**src/rtl/button_conditioner.sv**
```systemverilog
// rtl/button_conditioner.sv - synchronise, debounce and auto-repeat a raw push-button
module button_conditioner #(
    parameter int DEBOUNCE_CYCLES      = 500000,
    parameter int REPEAT_DELAY_CYCLES  = 25000000,
    parameter int REPEAT_PERIOD_CYCLES = 5000000,
    parameter int ACTIVE_LOW           = 1
) (
    input  logic clk,
    input  logic reset,
    input  logic button_raw,
    input  logic repeat_en,
    output logic btn_level,
    output logic press_pulse,
    output logic release_pulse,
    output logic long_press
);

    localparam int RPT_MAX = (REPEAT_DELAY_CYCLES > REPEAT_PERIOD_CYCLES) ?
                             REPEAT_DELAY_CYCLES : REPEAT_PERIOD_CYCLES;
    localparam int DW = $clog2(DEBOUNCE_CYCLES + 1);
    localparam int RW = $clog2(RPT_MAX + 1);

    localparam logic [DW-1:0] DEB_LAST    = DW'(DEBOUNCE_CYCLES - 1);
    localparam logic [RW-1:0] DELAY_LAST  = RW'(REPEAT_DELAY_CYCLES - 1);
    localparam logic [RW-1:0] PERIOD_LAST = RW'(REPEAT_PERIOD_CYCLES - 1);
    localparam logic          RELEASED    = (ACTIVE_LOW != 0) ? 1'b1 : 1'b0;

    typedef enum logic [2:0] {
        IDLE,
        PRESS_WAIT,
        HELD,
        REPEAT,
        RELEASE_WAIT
    } state_t;

    state_t        state;
    state_t        resume_state;
    logic [DW-1:0] deb_cnt;
    logic [RW-1:0] rpt_cnt;
    logic          sync1;
    logic          sync2;
    logic          s_btn;

    assign s_btn = sync2 ^ RELEASED;

    // deb_cnt counts stable samples including the one that left the previous state,
    // so a threshold hit happens on the sample that would make it DEBOUNCE_CYCLES.
    always_ff @(posedge clk or negedge reset) begin
        if (!reset) begin
            sync1         <= RELEASED;
            sync2         <= RELEASED;
            state         <= IDLE;
            resume_state  <= HELD;
            deb_cnt       <= '0;
            rpt_cnt       <= '0;
            btn_level     <= 1'b0;
            press_pulse   <= 1'b0;
            release_pulse <= 1'b0;
            long_press    <= 1'b0;
        end else begin
            sync1         <= button_raw;
            sync2         <= sync1;
            press_pulse   <= 1'b0;
            release_pulse <= 1'b0;
            case (state)
                IDLE: begin
                    btn_level <= 1'b0;
                    if (s_btn) begin
                        state   <= PRESS_WAIT;
                        deb_cnt <= DW'(1);
                    end
                end
                PRESS_WAIT: begin
                    if (!s_btn) begin
                        state   <= IDLE;
                        deb_cnt <= '0;
                    end else if (deb_cnt == DEB_LAST) begin
                        state       <= HELD;
                        press_pulse <= 1'b1;
                        btn_level   <= 1'b1;
                        rpt_cnt     <= '0;
                        deb_cnt     <= '0;
                    end else if (deb_cnt != '1) begin
                        deb_cnt <= deb_cnt + 1'b1;
                    end
                end
                HELD: begin
                    if (!s_btn) begin
                        state        <= RELEASE_WAIT;
                        resume_state <= HELD;
                        deb_cnt      <= DW'(1);
                    end else if (rpt_cnt == DELAY_LAST) begin
                        state       <= REPEAT;
                        long_press  <= 1'b1;
                        rpt_cnt     <= '0;
                        press_pulse <= repeat_en;
                    end else if (rpt_cnt != '1) begin
                        rpt_cnt <= rpt_cnt + 1'b1;
                    end
                end
                REPEAT: begin
                    if (!s_btn) begin
                        state        <= RELEASE_WAIT;
                        resume_state <= REPEAT;
                        deb_cnt      <= DW'(1);
                    end else if (rpt_cnt == PERIOD_LAST) begin
                        rpt_cnt     <= '0;
                        press_pulse <= repeat_en;
                    end else if (rpt_cnt != '1) begin
                        rpt_cnt <= rpt_cnt + 1'b1;
                    end
                end
                RELEASE_WAIT: begin
                    // rpt_cnt is left untouched so a release bounce resumes the same timing
                    if (s_btn) begin
                        state   <= resume_state;
                        deb_cnt <= '0;
                    end else if (deb_cnt == DEB_LAST) begin
                        state         <= IDLE;
                        release_pulse <= 1'b1;
                        btn_level     <= 1'b0;
                        long_press    <= 1'b0;
                        deb_cnt       <= '0;
                        rpt_cnt       <= '0;
                    end else if (deb_cnt != '1) begin
                        deb_cnt <= deb_cnt + 1'b1;
                    end
                end
                default: begin
                    state   <= IDLE;
                    deb_cnt <= '0;
                    rpt_cnt <= '0;
                end
            endcase
        end
    end

endmodule

```
**config.mk**
```make
export PLATFORM = sky130hd
export DESIGN_NAME = button_conditioner
export DESIGN_NICKNAME = d
export VERILOG_FILES = /design/src/rtl/button_conditioner.sv
export SDC_FILE = /design/constraint.sdc
export NUM_CORES = 1
export LEC_CHECK = 0
export CELL_PAD_IN_SITES_DETAIL_PLACEMENT = 1
export CELL_PAD_IN_SITES_GLOBAL_PLACEMENT = 2
export CORE_UTILIZATION = 30
export CTS_BUF_LIST = sky130_fd_sc_hd__clkbuf_2 sky130_fd_sc_hd__clkbuf_4 sky130_fd_sc_hd__clkbuf_8
export DETAILED_ROUTE_END_ITERATION = 12
export HOLD_SLACK_MARGIN = 0.06
export PLACE_DENSITY_LB_ADDON = 0.25
export SLEW_MARGIN = 20
export SYNTH_ARGS = -nofsm -noshare
export SYNTH_HDL_FRONTEND = slang
export SYNTH_SLANG_ARGS = --single-unit
```
**constraint.sdc**
```tcl
create_clock -name clk -period 2 [get_ports clk]
set_input_delay 0.3 -clock clk [delete_from_list [all_inputs] [get_ports clk]]
set_output_delay 0.3 -clock clk [all_outputs]
set_load 0.01 [all_outputs]
```
[Word level (Yosys, flattened, before mapping)]
Index checks and enable logic that the tools add are counted.
Cells by class
  $add $sub $neg: 2
  equal/unequal tests: 23
  multiplexer cells: 45
  bitwise gates (word level): 1
  reduce and logical (&&, ||, !) cells: 11
Operators with widths (number)
  25-bit 2-to-1 mux: 8
  25-bit one-hot mux with 5 select lines: 1
  19-bit 2-to-1 mux: 6
  19-bit one-hot mux with 4 select lines: 1
  3-bit 2-to-1 mux: 10
  25-bit by 1-bit adder with 25-bit output (second input constant): 1
  25-bit by 23-bit == test with 1-bit output (second input constant): 1
  25-bit == test (second input constant): 1
  25-bit inequality test (second input constant): 1
  2-bit inequality test (second input constant): 10
  5-bit AND reduction: 4
  19-bit by 1-bit adder with 19-bit output (second input constant): 1
  19-bit == test (second input constant): 1
  19-bit inequality test (second input constant): 1
  3-bit one-hot mux with 5 select lines: 1
  1-bit 2-to-1 mux: 14
  3-bit inequality test (second input constant): 3
  3-bit by 2-bit == test with 1-bit output (second input constant): 2
  1-bit one-hot mux with 3 select lines: 2
  3-bit one-hot mux with 2 select lines: 1
  2-bit nonzero test: 2
  3-bit by 1-bit == test with 1-bit output (second input constant): 1
  3-bit == test (second input constant): 1
  3-bit zero test: 1
  other kinds (7): 7
Word-level totals
  register bits: 56
  bits of input ports: 4
  output and inout port bits: 4
  word-level logic and storage cells: 92

[Logic depth before layout (Yosys ltp)]
Gate-level depths: netlist of run 1.
  depth after elaboration: 5
  depth in mapped cells: 8
  gate-level depth less buffers: 6

[Worst setup path after synthesis of run 1]
Ideal clock, no wire load.
  kind: reg2reg
  from: register rpt_cnt[1]
  to: register rpt_cnt[10]
  library setup time: 0.134 ns
  data arrival time: 1.969 ns
  required time: 1.866 ns
  path slack: -0.104 ns
  cell stages (with the launch flop): 8
  path buffers: 1
  period minus slack after synthesis: 2.104 ns
  cells stage by stage: dfrtp_1 -> ha_1 -> or4b_1 -> nor4_4 -> a41oi_2 -> a21oi_4 -> buf_6 -> a21oi_1
On the way
  word-level cells in the longest chain between the ends: 5
  elaborated cells on any way between the ends: 10
  those cells by class: add/sub (1); eq/ne (3); mux (6)
RTL lines
  start: declaration: RTL line 39  | logic [RW-1:0] rpt_cnt;
  start signal: assignment: RTL line 98  | rpt_cnt <= rpt_cnt + 1'b1;
  start signal: assignment: RTL line 110  | rpt_cnt <= rpt_cnt + 1'b1;
  25-bit by 1-bit adder with 25-bit output or 25-bit inequality test (tied branches)
  25-bit 2-to-1 mux: RTL line 97, 109
  25-bit 2-to-1 mux, on equally long branches: RTL line 106, 92
  25-bit 2-to-1 mux, on equally long branches: RTL line 102, 88
  25-bit one-hot mux with 5 select lines (*): RTL line 65  | case (state)
Every way passes the cells marked *; elsewhere a longest branch is shown, timed or not. The select of a mux whose other input is x is not followed.
A chain may end at the register's enable or synchronous reset.

[Worst setup path in the final report of run 1]
  from: register rpt_cnt[0]
  to: register rpt_cnt[8]
The elaborated chain is that of the path after synthesis.

==> flow_summary.yaml, run 1 <==
status:
  status: "complete, but fails checks"
  failed_checks: "negative setup slack"
yosys:
  synth_area_um2: 3510
  ys_ff_latch: 54
  synth_top_family_by_area: "simple AND/OR/NAND/NOR gates"
  synth-compound-area-share: 0.221
  synth_area_per_cell_um2: 9.58
  yosys.area_share.xor_xnor: 0.0200
  synthAdderAreaFrac: 0.00714
  synth_cell_types: 72
  netlist_instances: 366
  synthSimpleGateAreaFrac: 0.317
  async_reset_ff_frac: 1.00
  synth_edf_count: 0
  seq_area_frac_synth: 0.386
  synth.area.mux_share: 0.00321
  ys.warnings.count: 0
  syn_nets: 372
  synth_ff_type: "dfrtp_1"
floorplan:
  core_area_um2: 11400
  die_area_um2: 12100
  die_h_um: 110
  io_pins: 8
  rows: 39
  die_w_um: 110
  start_util: 0.307
clock_network:
  insertion_delay_ns: 0.34
  cts_made_buffers: 5
  h-tree-depth: 2
  clk_pin_slew_ns: 0.11
  cts_root_buffer: "clkbuf_8"
  cts_sinks: 54
  cts_tree: "done"
  cts_buffer_depth: 2
critical_path:
  critical_path_required_ns: 2.21
  path_class: "flop to flop"
  reg2reg_setup_slack_ns: -0.23
  start_kind: "flop"
  rr_endpoint: "rpt_cnt[8]$_DFFE_PN0P_"
  critPathArrivalTime_ns: 2.44
  r2r_cells: 7
  r2r_start: "rpt_cnt[0]$_DFFE_PN0P_"
  critical_path.max_stage_delay_ns: 0.48
  crit_slowest_cell: "or4b_4"
  path_cells: "ha_4 > or4b_4 > nor4_4 > a41oi_2 > a21oi_4 > buf_4 > a21oi_2"
  worst-path-stages: 7
  path_max_fanout: 8
  crit_family: "simple AND/OR/NAND/NOR gates"
  end_kind: "flop"
  cp.buffers_inverters: 1
cells_and_area:
  utilization: 0.408
  drive_above_1_share: 0.377
  finalNetCount: 467
  finalNonFillerCells: 605
  antenna_cells: 0
  layout_commonest_cell: "buf_4"
  final_cell_mix: "93 x buf_4, 51 x dfrtp_1, 25 x nor2_1, 24 x nand3_1, 20 x nand2_1"
  area_delta_synth_final_pct: 32.7
  final_cell_area_um2: 4650
global_route:
  grt_max_degree: 36
  antenna_found_initial: 0
  grt_pass1_vias: 3513
  grt_first_pass_wirelength_um: 17600
  grt_overflow_total: 0
  grt_usage: 0.191
timing:
  rsz0062_at_grt: "yes"
  worst_slack_ns: -0.234
  timing.final.crit_share: 1.12
  drv_slew: 0
  slew_headroom: 0.594
  worst_pin_slew_ns: 0.594
  hold_viol_final: 0
  fin_hold_ws_ns: 0.359
  setup_viol: 27
  fmax_mhz: 448
  fin_skew_ns: 0.0176
  min_period_ns: 2.23
place:
  dp.cells: 588
  gp_congestion: 0.795
  dp_hpwl_um: 8090
  place_area_um2: 4400
  pre_cts_ws_ns: -0.298
  io_buffers: 7
detailed_routing:
  vias: 3343
  ant_nets: 0
  vias_per_cell: 5.53
  wirelength_um: 10800
  wl_per_cell_um: 17.8
  drcViolationCount: 0
  dr.pass1.iters: 4
  drt_iter0_markers: 105
power:
  p_clk_frac: 0.362
  p_leak_nw: 1.91
  switching_share: 0.260
  power_frac_seq: 0.565
  power_switching_mw: 0.513
  power.density_nw_per_um2: 423
  irDropWorstVdd_uv: 338
  pwr-share-comb: 0.073
  cell_internal_pwr_mw: 1.46
run:
  maxCapViolCount: 0
min_path:
  hold_end: "sync1$_DFF_PN1_"
  holdCritPathClass: "primary input to flop"
  hold_depth: 1
  hold_start: "button_raw"
[synth_stat cells, types with 2 or more instances]
| master | n | area, um2 |
|---|---|---|
| clkbuf_1 | 8 | 30.0 |
| and4_1 | 6 | 52.6 |
| dfstp_2 | 2 | 52.6 |
| nand2b_1 | 3 | 18.8 |
| nand4_1 | 16 | 100 |
| nor4b_4 | 2 | 47.6 |
| a21oi_2 | 12 | 105 |
| or4_4 | 9 | 101 |
| nand3_1 | 25 | 125 |
| a31oi_1 | 4 | 25.0 |
| a21o_1 | 2 | 15.0 |
| ha_1 | 2 | 25.0 |
| inv_1 | 5 | 18.8 |
| nor2b_1 | 2 | 12.5 |
| nand2_1 | 21 | 78.8 |
| nor2_1 | 25 | 93.8 |
| xnor2_1 | 8 | 70.1 |
| nand3b_1 | 4 | 30.0 |
| nor4_1 | 4 | 25.0 |
| a211o_1 | 2 | 17.5 |
| a41oi_1 | 3 | 26.3 |
| o22ai_1 | 2 | 12.5 |
| and3_1 | 7 | 43.8 |
| or3_1 | 6 | 37.5 |
| dfrtp_1 | 52 | 1300 |
| nor3_1 | 9 | 45.0 |
| buf_2 | 6 | 30.0 |
| a2111oi_0 | 4 | 35.0 |
| a22o_1 | 4 | 35.0 |
| a21oi_1 | 20 | 100 |
| o21a_1 | 2 | 15.0 |
| o21ai_0 | 11 | 55.1 |
| buf_6 | 3 | 33.8 |
| o41ai_1 | 2 | 17.5 |
| and2_1 | 8 | 50.1 |
| a211oi_1 | 3 | 22.5 |
| o31ai_1 | 19 | 143 |
| or4_1 | 8 | 60.1 |
| nor4_4 | 2 | 42.5 |
[cell families after synthesis]
group / count (synthesis)
adder cells (fa/ha/maj): 2
XOR/XNOR: 8
buffers and inverters: 27
AND/OR/NAND/NOR: 169
AO/OA/AOI/OAI: 105
flip-flops: 54
multiplexers: 1
[stage by stage]
step / power [mW] / TNS, ns
3_3_place_gp: 1.26 / -5.13
5_1_grt: 2.05 / -7.59
2_1_floorplan: 1.18 / -0.333
4_1_cts: 2.00 / -5.54
6_report: 1.97 / -5.07
3_5_place_dp: 1.26 / -6.20
[repair_timing]
item                       CTS  global route
hold buffers                 1             0
hold endpoints to repair    18             0
setup buffers                7             2
gates resized for setup     10            14
pin swaps                    4             6
setup endpoints to repair   30            38
[metal layers]
layer	routed length (um)	GRT usage	vias up
li1	-	-	1608
met1	4970	0.237	1699
met2	5450	0.335	27
met3	198	0.0364	9
met4	159	0.0583	0
met5	0	0	-
[power by group through the flow]
| stage | clock, mW | combinational, mW | sequential, mW |
|---|---|---|---|
| finish | 0.713 | 0.144 | 1.11 |
| global route | 0.772 | 0.159 | 1.11 |
| CTS | 0.746 | 0.142 | 1.11 |
| detailed placement | 0 | 0.130 | 1.13 |
| global placement | 0 | 0.128 | 1.13 |
| floorplan | 0 | 0.0455 | 1.13 |
[sequential cells by signal, indices dropped and copies added, names as in the netlist]
register	flops
btn_level	1
deb_cnt	19
long_press	1
press_pulse	1
release_pulse	1
resume_state	1
rpt_cnt	25
state	3
sync1	1
sync2	1
[worst max path at each step]
| stage | startpoint | to | slack [ns] |
|---|---|---|---|
| after detailed placement | rpt_cnt[0]$_DFFE_PN0P_ | rpt_cnt[10]$_DFFE_PN0P_ | -0.30 |
| after global placement | rpt_cnt[0]$_DFFE_PN0P_ | rpt_cnt[10]$_DFFE_PN0P_ | -0.25 |
| after floorplan | rpt_cnt[0]$_DFFE_PN0P_ | rpt_cnt[8]$_DFFE_PN0P_ | -0.03 |
| final | rpt_cnt[0]$_DFFE_PN0P_ | rpt_cnt[8]$_DFFE_PN0P_ | -0.23 |
| after global routing | rpt_cnt[0]$_DFFE_PN0P_ | rpt_cnt[11]$_DFFE_PN0P_ | -0.33 |
| after CTS | rpt_cnt[0]$_DFFE_PN0P_ | rpt_cnt[8]$_DFFE_PN0P_ | -0.25 |
[area by class of cell]
class                           count  area, um2
Fill cell                        1346       6770
Multi-Input combinational cell    285       2100
Sequential cell                    54       1360
Timing Repair Buffer              109        898
Tap cell                          143        179
Clock buffer                        6       82.6
Inverter                            6       22.5
Clock inverter                      2       16.3
No activity file was read; power rests on OpenSTA's default activity.
==> inputs of run 2 (changes only) <==
--- a/config.mk
+++ b/config.mk
@@ -7,11 +7,12 @@
 export LEC_CHECK = 0
 export CELL_PAD_IN_SITES_DETAIL_PLACEMENT = 1
 export CELL_PAD_IN_SITES_GLOBAL_PLACEMENT = 2
-export CORE_UTILIZATION = 30
+export CORE_UTILIZATION = 38
 export CTS_BUF_LIST = sky130_fd_sc_hd__clkbuf_2 sky130_fd_sc_hd__clkbuf_4 sky130_fd_sc_hd__clkbuf_8
 export DETAILED_ROUTE_END_ITERATION = 12
 export HOLD_SLACK_MARGIN = 0.06
 export PLACE_DENSITY_LB_ADDON = 0.25
+export REMOVE_ABC_BUFFERS = 1
 export SLEW_MARGIN = 20
 export SYNTH_ARGS = -nofsm -noshare
 export SYNTH_HDL_FRONTEND = slang
==> run 2 against run 1 <==
  * The flow finishes with violations (design-rule violations, negative setup slack)
  * Sequential share of layout area is 0.31 points higher
  * Setup slack better by 0.035 ns
  * Critical path depth is 1 higher
  * Non-clock buffer count fell by 5
  * Die area is 21% lower
  * First-iteration DRC count rose by 39%
  * Routed wire length up 0.31%
  * Largest power group unchanged
==> flow_summary.yaml, run 2 (same netlist as run 1, synthesis figures left out) <==
detailed_routing:
  drt_iter0_markers: 146
  wl_per_cell_um: 19.1
  vias: 3379
  dr.pass1.iters: 8
  vias_per_cell: 5.98
  wirelength_um: 10800
  drcViolationCount: 1
  ant_nets: 0
critical_path:
  start_kind: "flop"
  r2r_cells: 8
  end_kind: "flop"
  path_max_fanout: 5
  path_class: "flop to flop"
  critical_path_required_ns: 2.21
  critPathArrivalTime_ns: 2.40
power:
  finalPower_mw: 1.91
  irDropWorstVdd_uv: 216
  power.density_nw_per_um2: 414
  p_leak_nw: 1.90
clock_network:
  clk_pin_slew_ns: 0.11
  insertion_delay_ns: 0.32
  cts_sinks: 54
  h-tree-depth: 2
  cts_root_buffer: "clkbuf_8"
  cts_buffer_depth: 2
  cts_tree: "done"
  cts_made_buffers: 5
timing:
  min_period_ns: 2.20
  timing.final.crit_share: 1.10
  fmax_mhz: 455
  finalSetupTns_ns: -3.85
  rsz0062_at_grt: "yes"
  worst_pin_slew_ns: 0.446
  setup_viol: 29
  fin_hold_ws_ns: 0.365
  hold_viol_final: 0
  fin_skew_ns: 0.0120
  drv_slew: 0
  slew_headroom: 0.700
  worst_slack_ns: -0.199
place:
  dp.cells: 537
  io_buffers: 7
  gp_congestion: 0.843
  dp_hpwl_um: 7490
cells_and_area:
  top_register: "rpt_cnt"
  area_delta_synth_final_pct: 31.3
  largest_reg_flops: 25
  nFillCells: 995
  finalNonFillerCells: 565
  drive_above_1_share: 0.368
  top_regs: "rpt_cnt (25), deb_cnt (19), state (3)"
  finalNetCount: 462
  antenna_cells: 0
  final_cell_mix: "83 x buf_4, 51 x dfrtp_1, 24 x nor2_1, 24 x nand3_1, 21 x nand2_1"
  layout_commonest_cell: "buf_4"
floorplan:
  rows: 34
  die_area_um2: 9610
  start_util: 0.398
  core_area_um2: 8810
  die_h_um: 98.1
  die_w_um: 98.1
  io_pins: 8
status:
  status: "complete, but fails checks"
  failed_checks: "design-rule violations, negative setup slack"
global_route:
  grt_max_degree: 55
  grt_first_pass_wirelength_um: 18300
  grt_pass1_vias: 3578
  grt_usage: 0.237
  grt_overflow_total: 0
  antenna_found_initial: 0
min_path:
  holdCritPathClass: "flop to flop"
  hold_depth: 0
run:
  maxCapViolCount: 0
[run 2: final timing paths]
path / from / to / slack [ns]
worst min-delay path: sync1$_DFF_PN1_ / sync2$_DFF_PN1_ / 0.37
worst max register to register: rpt_cnt[0]$_DFFE_PN0P_ / rpt_cnt[10]$_DFFE_PN0P_ / -0.20
min in group asynchronous: reset / rpt_cnt[10]$_DFFE_PN0P_ / 0.50
worst min register to register: sync1$_DFF_PN1_ / sync2$_DFF_PN1_ / 0.37
max in group asynchronous: reset / sync1$_DFF_PN1_ / 1.21
worst max-delay path: rpt_cnt[0]$_DFFE_PN0P_ / rpt_cnt[10]$_DFFE_PN0P_ / -0.20
[run 2: through the flow]
| stage | instance area (um2) | setup slack, ns | util |
|---|---|---|---|
| floorplan | 3370 | -0.415 | - |
| CTS | 4460 | -0.115 | 0.506 |
| finish | 4600 | -0.199 | 0.523 |
| global route | 4600 | -0.273 | 0.523 |
| global placement | 4180 | -0.0754 | 0.475 |
| detailed placement | 4180 | -0.156 | 0.475 |
[run 2: what timing repair did]
item                                    in CTS  in global routing
hold buffers                                 1                  0
cloned                                       1                  0
hold endpoints to repair                    52                  0
gates resized for setup                     20                 24
endpoints found under the setup margin      38                 44
buffers inserted                            10                  8
pin swaps                                   23                 11
[run 2: layout make-up]
cell class	instances	area, um2	area share
multi-input combinational	285	2110	0.458
sequential	54	1360	0.294
timing repair buffer	104	891	0.193
tap	108	135	0.0293
clock buffer	5	68.8	0.0149
inverter	6	22.5	0.00489
clock inverter	3	21.3	0.00462
[run 2: metal layers]
| layer | up-vias | global-route usage | wire (um) |
|---|---|---|---|
| li1 | 1605 | - | - |
| met1 | 1709 | 0.307 | 4920 |
| met2 | 43 | 0.408 | 5420 |
| met3 | 22 | 0.0272 | 182 |
| met4 | 0 | 0.0851 | 282 |
| met5 | - | 0 | 0 |
[run 2: critical path, stage by stage, from the launching register on]
cell and delay, ns:
dfrtp_1 0.37, ha_2 0.22, or4b_4 0.50, nor4_4 0.24, a41oi_2 0.21, a21oi_4 0.23, buf_4 0.17, buf_16 0.12
a21oi_1 0.04
[run 2: where the power goes]
| part | switching [mW] | internal (mW) | total [mW] |
|---|---|---|---|
| sequential | 0.00812 | 1.10 | 1.11 |
| clock | 0.394 | 0.248 | 0.642 |
| combinational | 0.0840 | 0.0721 | 0.156 |
==> inputs of run 3 (changes only) <==
--- a/config.mk
+++ b/config.mk
@@ -11,8 +11,7 @@
 export CTS_BUF_LIST = sky130_fd_sc_hd__clkbuf_2 sky130_fd_sc_hd__clkbuf_4 sky130_fd_sc_hd__clkbuf_8
 export DETAILED_ROUTE_END_ITERATION = 12
 export HOLD_SLACK_MARGIN = 0.06
-export PLACE_DENSITY_LB_ADDON = 0.25
-export REMOVE_ABC_BUFFERS = 1
+export PLACE_DENSITY = 0.87
 export SLEW_MARGIN = 20
 export SYNTH_ARGS = -nofsm -noshare
 export SYNTH_HDL_FRONTEND = slang
==> run 3 against run 2 <==
  * The run ends with negative setup slack left
  * Largest power group unchanged
  * Clock skew decreased by 0.0026 ns
  * Combinational power increased by 4%
  * Highest routed layer unchanged
  * Sequential share of layout area decreased by 0.29 points
  * Sequential power about the same
  * Count of clock-buffer cells in the layout increased by 1
  * Cell count decreased by 0.88%
  * Global-route usage about the same
==> flow_summary.yaml, run 3 (same netlist as run 1, synthesis figures left out) <==
detailed_routing:
  wl_met1_um: 4890
  vias: 3499
  drt_iter0_markers: 157
  wl_per_cell_um: 21.6
  wirelength_um: 12100
  wl_met3_um: 282
  ant_nets: 0
  dr_wl_met2_um: 6560
  dr.max_layer_used: "met4"
  dr.pass1.iters: 4
  drcViolationCount: 0
  vias_per_cell: 6.25
critical_path:
  critPathArrivalTime_ns: 2.37
  critical_path_required_ns: 2.21
  path_class: "flop to flop"
  start_kind: "flop"
  crit_family: "simple AND/OR/NAND/NOR gates"
  path_cells: "ha_4 > or4b_4 > nor4_4 > nand3b_1 > buf_4 > buf_4 > nand4_1 > o22ai_1"
  crit_top_cell: "buf_4"
  critical_path.max_stage_delay_ns: 0.46
  end_kind: "flop"
  cp.buffers_inverters: 2
  crit_slowest_cell: "or4b_4"
  path_max_fanout: 3
cells_and_area:
  largest_reg_flops: 25
  nFillCells: 1019
  top_register: "rpt_cnt"
  layout_commonest_cell: "buf_4"
  finalNetCount: 457
  antenna_cells: 0
  regArea_um2: 1360
  final_cell_area_um2: 4650
  multiInputGateArea_um2: 2170
  area_delta_synth_final_pct: 32.6
  final_cell_mix: "77 x buf_4, 51 x dfrtp_1, 25 x nand3_1, 24 x nor2_1, 21 x a21oi_2"
  top_regs: "rpt_cnt (25), deb_cnt (19), state (3)"
  drive_above_1_share: 0.394
global_route:
  antenna_found_initial: 0
  grt_pass1_vias: 3594
  grt_first_pass_wirelength_um: 18200
  grt_max_degree: 33
  grt_usage: 0.238
  grt_overflow_total: 0
clock_network:
  insertion_delay_ns: 0.33
  h-tree-depth: 2
  cts_sinks: 54
  cts_tree: "done"
  clk_pin_slew_ns: 0.11
  cts_made_buffers: 5
  cts_root_buffer: "clkbuf_8"
  cts_buffer_depth: 2
timing:
  min_period_ns: 2.16
  worst_slack_ns: -0.162
  hold_viol_final: 0
  drv_slew: 0
  timing.final.crit_share: 1.08
  slew_headroom: 0.553
  fin_skew_ns: 0.00944
  rsz0062_at_grt: "yes"
  setup_viol: 25
  worst_pin_slew_ns: 0.665
  fin_hold_ws_ns: 0.363
  fmax_mhz: 462
run:
  maxCapViolCount: 0
floorplan:
  core_area_um2: 8810
  die_w_um: 98.1
  die_area_um2: 9610
  rows: 34
  io_pins: 8
  start_util: 0.398
  die_h_um: 98.1
min_path:
  holdCritPathClass: "flop to flop"
power:
  irDropWorstVdd_uv: 426
  switching_share: 0.245
  power_switching_mw: 0.506
  cell_internal_pwr_mw: 1.56
  power.density_nw_per_um2: 445
  power_frac_seq: 0.537
  p_clk_frac: 0.385
  p_leak_nw: 1.90
  pwr-share-comb: 0.078
  finalPower_mw: 2.07
place:
  place_area_um2: 4230
  io_buffers: 7
  dp_hpwl_um: 7950
  gp_congestion: 0.798
status:
  status: "complete, but fails checks"
  failed_checks: "negative setup slack"
==> run 3: power by group through the flow <==
stage	clock, mW	combinational, mW	sequential, mW
final	0.797	0.162	1.11
after global placement	0	0.119	1.13
after CTS	0.799	0.129	1.11
after floorplan	0	0.0455	1.13
after global routing	0.837	0.175	1.11
after detailed placement	0	0.124	1.13
==> run 3: timing repair <==
item	4_1_cts	5_1_grt
hold buffers	1	0
gates resized for setup	11	38
buffers inserted	5	10
pin swaps	10	10
gates cloned	0	1
setup endpoints to repair	36	46
endpoints found under the hold margin	22	0
==> run 3: worst reg2reg max path, stage by stage (launching register included) <==
cell      delay [ns]
dfrtp_1         0.42
ha_4            0.16
or4b_4          0.47
nor4_4          0.22
nand3b_1        0.20
buf_4           0.20
buf_4           0.13
nand4_1         0.13
o22ai_1         0.11
==> run 3: final timing paths <==
path	to	startpoint	depth (start not counted)	slack, ns
worst max register to register	rpt_cnt[7]$_DFFE_PN0P_	rpt_cnt[0]$_DFFE_PN0P_	8	-0.16
worst max-delay path	rpt_cnt[7]$_DFFE_PN0P_	rpt_cnt[0]$_DFFE_PN0P_	8	-0.16
worst min-delay path	sync2$_DFF_PN1_	sync1$_DFF_PN1_	0	0.36
max in group asynchronous	sync1$_DFF_PN1_	reset	3	0.81
min in group asynchronous	deb_cnt[13]$_DFFE_PN0P_	reset	2	0.53
worst min register to register	sync2$_DFF_PN1_	sync1$_DFF_PN1_	0	0.36
==> run 3: stage by stage <==
step,util,cells,setup slack (ns),setup TNS [ns]
global placement,0.480,536,-0.0661,-1.36
detailed placement,0.480,536,-0.188,-4.18
global route,0.528,560,-0.259,-5.97
finish,0.528,560,-0.162,-3.13
CTS,0.503,550,-0.148,-3.06
floorplan,-,366,-0.0258,-0.333
==> run 3: cell type report <==
cell class              instances  share of cell area
flip-flops and latches         54               0.291
inverters                       6             0.00484
repair buffers                 99               0.182
well taps                     108              0.0291
clock buffers                   6              0.0164
multi-input cells             285               0.468
clock inverters                 2             0.00807
==> run 3: routing by layer <==
metal	GRT usage	vias to the layer above
met5	0	-
met4	0.0793	0
met3	0.0322	30
met2	0.445	58
met1	0.277	1815
li1	-	1596
